===== src/rtl/alu_exec_seq.sv =====
// ---------------------------------------------------------------------------
// alu_exec_seq : 24-bit execute-stage ALU with a sequential multiplier.
//
// Logic, add/sub, compare and shift ops return a registered result one cycle
// after acceptance.  MUL is computed by an iterative shift-add engine (one
// step per cycle, WIDTH steps), during which the block holds i_in_ready low.
//
// Optional build macro: ALU_OVF_EN -- adds o_ovf, signed overflow for ADD/SUB.
//
// Ports:
//   i_clk        rising-edge clock
//   i_rst_n      synchronous active-low reset
//   i_in_valid   operation request
//   o_in_ready   block can accept a request this cycle
//   i_alu_ctrl   4-bit operation code from the ALU control decoder
//   i_a, i_b     operands
//   o_out_valid  one-cycle pulse, result/zero/eq/illegal valid
//   o_result     registered result
//   o_zero       result == 0
//   o_eq         a == b of the accepted request (used for BNE)
//   o_ovf        signed overflow of ADD/SUB (ALU_OVF_EN only)
//   o_illegal    accepted code not in the code table
// ---------------------------------------------------------------------------
module alu_exec_seq #(
    parameter int WIDTH   = 24,
    parameter int SHAMT_W = 5
) (
    input  logic             i_clk,
    input  logic             i_rst_n,
    input  logic             i_in_valid,
    output logic             o_in_ready,
    input  logic [3:0]       i_alu_ctrl,
    input  logic [WIDTH-1:0] i_a,
    input  logic [WIDTH-1:0] i_b,
    output logic             o_out_valid,
    output logic [WIDTH-1:0] o_result,
    output logic             o_zero,
    output logic             o_eq,
`ifdef ALU_OVF_EN
    output logic             o_ovf,
`endif
    output logic             o_illegal
);

    localparam int CNT_W = $clog2(WIDTH);
    localparam logic [CNT_W-1:0] LAST_STEP = CNT_W'(WIDTH - 1);
    localparam int MSB = WIDTH - 1;

    localparam logic [3:0] OP_AND = 4'b0000;
    localparam logic [3:0] OP_OR  = 4'b0001;
    localparam logic [3:0] OP_ADD = 4'b0010;
    localparam logic [3:0] OP_SLT = 4'b0011;
    localparam logic [3:0] OP_MUL = 4'b0100;
    localparam logic [3:0] OP_XOR = 4'b0101;
    localparam logic [3:0] OP_SLL = 4'b0110;
    localparam logic [3:0] OP_SUB = 4'b1010;

    typedef enum logic {ST_IDLE, ST_MUL_BUSY} state_t;

    state_t             r_state, w_state_nxt;
    logic               r_out_valid;
    logic [WIDTH-1:0]   r_result;
    logic               r_zero, r_eq, r_illegal;
    logic [WIDTH-1:0]   r_acc, r_mcand, r_mplier;
    logic [CNT_W-1:0]   r_cnt;
    logic               r_mul_eq;

    logic               w_accept, w_is_mul, w_mul_done;
    logic [WIDTH-1:0]   w_sum, w_diff, w_alu_res, w_acc_nxt;
    logic [SHAMT_W-1:0] w_shamt;
    logic               w_alu_ill;

    assign o_in_ready  = (r_state == ST_IDLE);
    assign w_accept    = i_in_valid && o_in_ready;
    assign w_is_mul    = (i_alu_ctrl == OP_MUL);
    assign w_mul_done  = (r_state == ST_MUL_BUSY) && (r_cnt == LAST_STEP);

    assign w_sum   = i_a + i_b;
    assign w_diff  = i_a - i_b;
    assign w_shamt = i_b[SHAMT_W-1:0];

    // One shift-add step: add the shifted multiplicand when the multiplier
    // LSB is set; the sum naturally truncates to WIDTH bits.
    assign w_acc_nxt = r_mplier[0] ? (r_acc + r_mcand) : r_acc;

    // Single-cycle ops.  MUL yields nothing here; the engine owns its result.
    always_comb begin
        w_alu_res = '0;
        w_alu_ill = 1'b0;
        case (i_alu_ctrl)
            OP_AND: w_alu_res = i_a & i_b;
            OP_OR:  w_alu_res = i_a | i_b;
            OP_ADD: w_alu_res = w_sum;
            OP_SUB: w_alu_res = w_diff;
            OP_SLT: w_alu_res = {{(WIDTH-1){1'b0}}, ($signed(i_a) < $signed(i_b))};
            OP_MUL: w_alu_res = '0;
            OP_XOR: w_alu_res = i_a ^ i_b;
            OP_SLL: w_alu_res = (int'(w_shamt) >= WIDTH) ? '0 : (i_a << w_shamt);
            default: w_alu_ill = 1'b1;
        endcase
    end

    // FSM state register
    always_ff @(posedge i_clk) begin
        if (!i_rst_n) r_state <= ST_IDLE;
        else          r_state <= w_state_nxt;
    end

    // FSM next state
    always_comb begin
        w_state_nxt = r_state;
        case (r_state)
            ST_IDLE:     if (w_accept && w_is_mul) w_state_nxt = ST_MUL_BUSY;
            ST_MUL_BUSY: if (w_mul_done)           w_state_nxt = ST_IDLE;
            default:     w_state_nxt = ST_IDLE;
        endcase
    end

    // Datapath: result registers and multiply engine
    always_ff @(posedge i_clk) begin
        if (!i_rst_n) begin
            r_out_valid <= 1'b0;
            r_result    <= '0;
            r_zero      <= 1'b0;
            r_eq        <= 1'b0;
            r_illegal   <= 1'b0;
            r_acc       <= '0;
            r_mcand     <= '0;
            r_mplier    <= '0;
            r_cnt       <= '0;
            r_mul_eq    <= 1'b0;
        end else begin
            r_out_valid <= 1'b0;
            if (r_state == ST_MUL_BUSY) begin
                r_acc    <= w_acc_nxt;
                r_mcand  <= r_mcand << 1;
                r_mplier <= r_mplier >> 1;
                r_cnt    <= r_cnt + 1'b1;
                if (w_mul_done) begin
                    r_result    <= w_acc_nxt;
                    r_zero      <= (w_acc_nxt == '0);
                    r_eq        <= r_mul_eq;
                    r_illegal   <= 1'b0;
                    r_out_valid <= 1'b1;
                    r_cnt       <= '0;
                end
            end else if (w_accept) begin
                if (w_is_mul) begin
                    r_mcand  <= i_a;
                    r_mplier <= i_b;
                    r_acc    <= '0;
                    r_cnt    <= '0;
                    // eq belongs to the accepted operands, so capture it now
                    r_mul_eq <= (i_a == i_b);
                end else begin
                    r_result    <= w_alu_res;
                    r_zero      <= (w_alu_res == '0);
                    r_eq        <= (i_a == i_b);
                    r_illegal   <= w_alu_ill;
                    r_out_valid <= 1'b1;
                end
            end
        end
    end

    assign o_out_valid = r_out_valid;
    assign o_result    = r_result;
    assign o_zero      = r_zero;
    assign o_eq        = r_eq;
    assign o_illegal   = r_illegal;

`ifdef ALU_OVF_EN
    logic w_alu_ovf;
    logic r_ovf;

    // ADD: same-sign operands, result sign flips.
    // SUB: operands differ in sign, result sign differs from a.
    always_comb begin
        w_alu_ovf = 1'b0;
        case (i_alu_ctrl)
            OP_ADD: w_alu_ovf = (i_a[MSB] == i_b[MSB]) && (w_sum[MSB]  != i_a[MSB]);
            OP_SUB: w_alu_ovf = (i_a[MSB] != i_b[MSB]) && (w_diff[MSB] != i_a[MSB]);
            default: w_alu_ovf = 1'b0;
        endcase
    end

    always_ff @(posedge i_clk) begin
        if (!i_rst_n)                   r_ovf <= 1'b0;
        else if (w_mul_done)            r_ovf <= 1'b0;
        else if (w_accept && !w_is_mul) r_ovf <= w_alu_ovf;
    end

    assign o_ovf = r_ovf;
`endif

endmodule


===== config.mk =====
export PLATFORM = sky130hd
export DESIGN_NAME = alu_exec_seq
export DESIGN_NICKNAME = d
export VERILOG_FILES = /design/src/rtl/alu_exec_seq.sv
export SDC_FILE = /design/constraint.sdc
export NUM_CORES = 1
export LEC_CHECK = 0
export CAP_MARGIN = 0
export CORE_MARGIN = 2
export CORE_UTILIZATION = 35
export DETAILED_ROUTE_END_ITERATION = 8
export HOLD_SLACK_MARGIN = 0.08
export PLACE_DENSITY = 0.57
export SLEW_MARGIN = 20
export SYNTH_ARGS = -nofsm -noshare
export SYNTH_HDL_FRONTEND = slang
export SYNTH_SLANG_ARGS = --single-unit

===== constraint.sdc =====
create_clock -name i_clk -period 5.31 [get_ports i_clk]
set_input_delay 1.3275 -clock i_clk [delete_from_list [all_inputs] [get_ports i_clk]]
set_output_delay 1.3275 -clock i_clk [all_outputs]
set_load 0.01 [all_outputs]

==> results.yml <==
hold_path:
  hold_class: "reg -> reg"
  hold_depth: 2
synth:
  postSynthCellCount: 1554
  synthFlopType: "dfxtp_1"
  synth_top_area_share_pct: 19.0
  yosysWarnings: 0
  synthTopCellsByArea: "dfxtp_1, ha_1, a21oi_1"
  synth_edf_count: 0
  yosysMostFrequentCell: "a21oi_1"
  synth_seq_area_share_pct: 19.0
  syn-cell-area_sq_mm: 0.0113
  synth_area_leader_cell: "dfxtp_1"
  synth_commonest_cells: "a21oi_1, nand2_1, nor2_1"
  synth_cell_types: 93
  ys_async_sr_fraction_pct: 0
  yosys_register_bits: 107
  syn-num-nets: 1712
  syn_area_per_cell_sq_um: 7.25
clock_network:
  clk_latency_ns: 0.37
  cts_tree: "done"
  htree_levels: 3
  clk_path_buf_depth: 2
  cts.sinks: 107
  hold_buffers: 0
  clkTransAtPathRegs_ns: 0.09
  postCtsResizedCells: 0
  cts-root-buf: "clkbuf_16"
  postCtsSetupBuffers: 0
  numCtsBuffers: 9
final_layout:
  final_nets: 1831
  final_cells: 2080
  drive_above_1_share_pct: 13.1
  final_area_sq_mm: 0.0135
  antennaDiodeCount: 0
  syn_to_final_growth_pct: 20.1
worst_setup_path:
  endpoint_kind: "flip-flop"
  crit_slowest_cell: "a2111oi_4"
  slowest_delay_ns: 0.64
  arrival_ns: 5.31
  crit_path_max_fanout: 5
  crit_cells: 15
  path_cells: "clkdlybuf4s50_1, inv_1, ha_1, o21bai_1, nand3_1, a2111oi_4, nor4_2, o31ai_1, buf_4, a21boi_1, o21bai_1, mux2i_1, o2bb2ai_1, o41a_1, o31ai_2"
  path_delay_family: "compound AO/OA/AOI/OAI gates"
  reg2reg_depth: 13
  start_kind: "primary input"
  crit_type: "in -> reg"
  required_ns: 5.60
  crit_path_frequent_cell: "o21bai_1"
  cp.buffers_inverters: 3
timing:
  setup_viol: 0
  max_freq_mhz: 199
  final_max_slew_viol_count: 0
  hold_viol_final: 0
  fin_crit_sh_pct: 94.5
  setup_slack_ns: 0.290
  maxSlewHeadroom_pct: 20.9
  fin_crit_ns: 5.02
  fin_worst_skew_ns: 0.0164
  rsz0062_at_grt: "false"
  setup_tns_ns: 0
  worst_pin_slew_ns: 1.18
place:
  portBuffers: 83
  dp.final_hpwl_microns: 36400
  dp_slack_ns: -0.0545
  gp_congestion: 0.985
  dp.cells: 2064
  placed_area_sq_mm: 0.0132
drt:
  drt-pass1-iter-count: 5
  drt-initial-drc-count: 1490
  detail_route.wl_per_cell_microns: 22.4
  vias: 12484
  final_antenna_net_count: 0
  vias_per_cell: 6.00
  drc: 0
  totalWireLength_microns: 46700
power:
  powerDensity_mw_per_mm2: 181
  leakage_uw: 0.00561
  vdd_drop_max_v: 0.000149
global_route:
  gr-total-overflow: 0
  antenna_found_initial: 0
  grt_pass1_vias: 11681
  grt_max_degree: 75
  grtUsageTotal_pct: 27.6
  grt_pass1_wl_microns: 71400
floorplanning:
  io_pins: 84
  die_w_microns: 183
  initial_core_util_pct: 35.6
  rows: 65
  die_area_sq_mm: 0.0336
  core_sq_mm: 0.0316
  fp.dieH_microns: 183
job:
  cap_violations: 0
run_status:
  status: "finished, final reports clean"
## sequential cells by signal, summed over array words and instances, names as in the netlist
register,cells
o_eq,1
o_illegal,1
o_out_valid,1
o_result,24
o_zero,1
r_acc,24
r_cnt,5
r_mcand,24
r_mplier,24
r_mul_eq,1
r_state,1
## cell families (layout without fill, tap and decap cells)
logic type / count (synthesis) / after routing / share of synthesized area (%)
flip-flops: 107 / 107 / 19.0
multiplexers: 64 / 64 / 8.24
adder cells (fa/ha/maj): 103 / 103 / 11.6
XOR/XNOR: 21 / 21 / 1.63
buffers and inverters: 188 / 312 / 6.50
AO/OA/AOI/OAI: 514 / 514 / 29.9
AND/OR/NAND/NOR: 557 / 557 / 23.1
## per-layer routing
layer	vias to the layer above	routed length (microns)	track usage, %
met2	522	20400	43.0
met4	0	1740	10.2
met3	85	2730	2.58
li1	5889	-	-
met5	-	0	0
met1	5988	21800	39.4
## tightest hold or removal path: cells and delay by family, from the launching register on
kind            cells  cell delay (ns)
compound gates      1             0.05
flops               1             0.31
simple gates        1             0.05
## cell usage in the layout (no fill, tap or decap), types with 8 or more instances in the layout
master,count
o21ai_1,8
a211o_1,11
inv_1,75
a31oi_1,16
mux2i_1,26
o21ai_0,60
ha_1,100
nor3_1,27
xor2_1,9
buf_4,130
a211oi_1,15
dfxtp_1,106
nor2_1,147
a22oi_1,8
and2_1,11
o211ai_1,18
nand4_1,12
o221ai_1,9
o21bai_1,10
mux2_2,15
nand2_1,214
clkbuf_16,9
a21o_1,22
xnor2_1,12
a21oi_1,217
mux4_2,21
o31ai_1,11
clkdlybuf4s50_1,82
nor2b_1,15
o22ai_1,15
nor4_1,13
nand3_1,34
nand2b_1,12
and3_1,15
## power breakdown
part | switching, uW | internal [uW]
clock | 364 | 374
sequential | 16.3 | 822
combinational | 514 | 364
total | 894 | 1560
## final cells by class
cell class | count | area (sq um)
Fill cell | 3310 | 18100
Sequential cell | 107 | 2150
Multi-Input combinational cell | 1259 | 8430
Inverter | 81 | 304
Timing Repair Buffer | 215 | 1840
Clock buffer | 10 | 229
Tap cell | 402 | 503
Clock inverter | 6 | 75.1
## final timing paths
| kind | from | endpoint | slack, ns |
|---|---|---|---|
| hold reg to reg | o_result[17] | o_result[17] | 0.45 |
| setup reg to reg | r_acc[0] | o_zero | 1.25 |
| setup / recovery | i_b[1] | o_zero | 0.29 |
| hold / removal | o_result[17] | o_result[17] | 0.45 |
## through the flow
step,hold WS (ns),utilization (%),power [uW]
after global routing,0.470,42.8,2560
after global placement,0.441,41.8,1720
final,0.451,42.8,2450
after CTS,0.455,42.8,2450
after floorplan,0.435,-,1320
after detailed placement,0.445,41.8,1710
(Power assumes the default switching activity.)
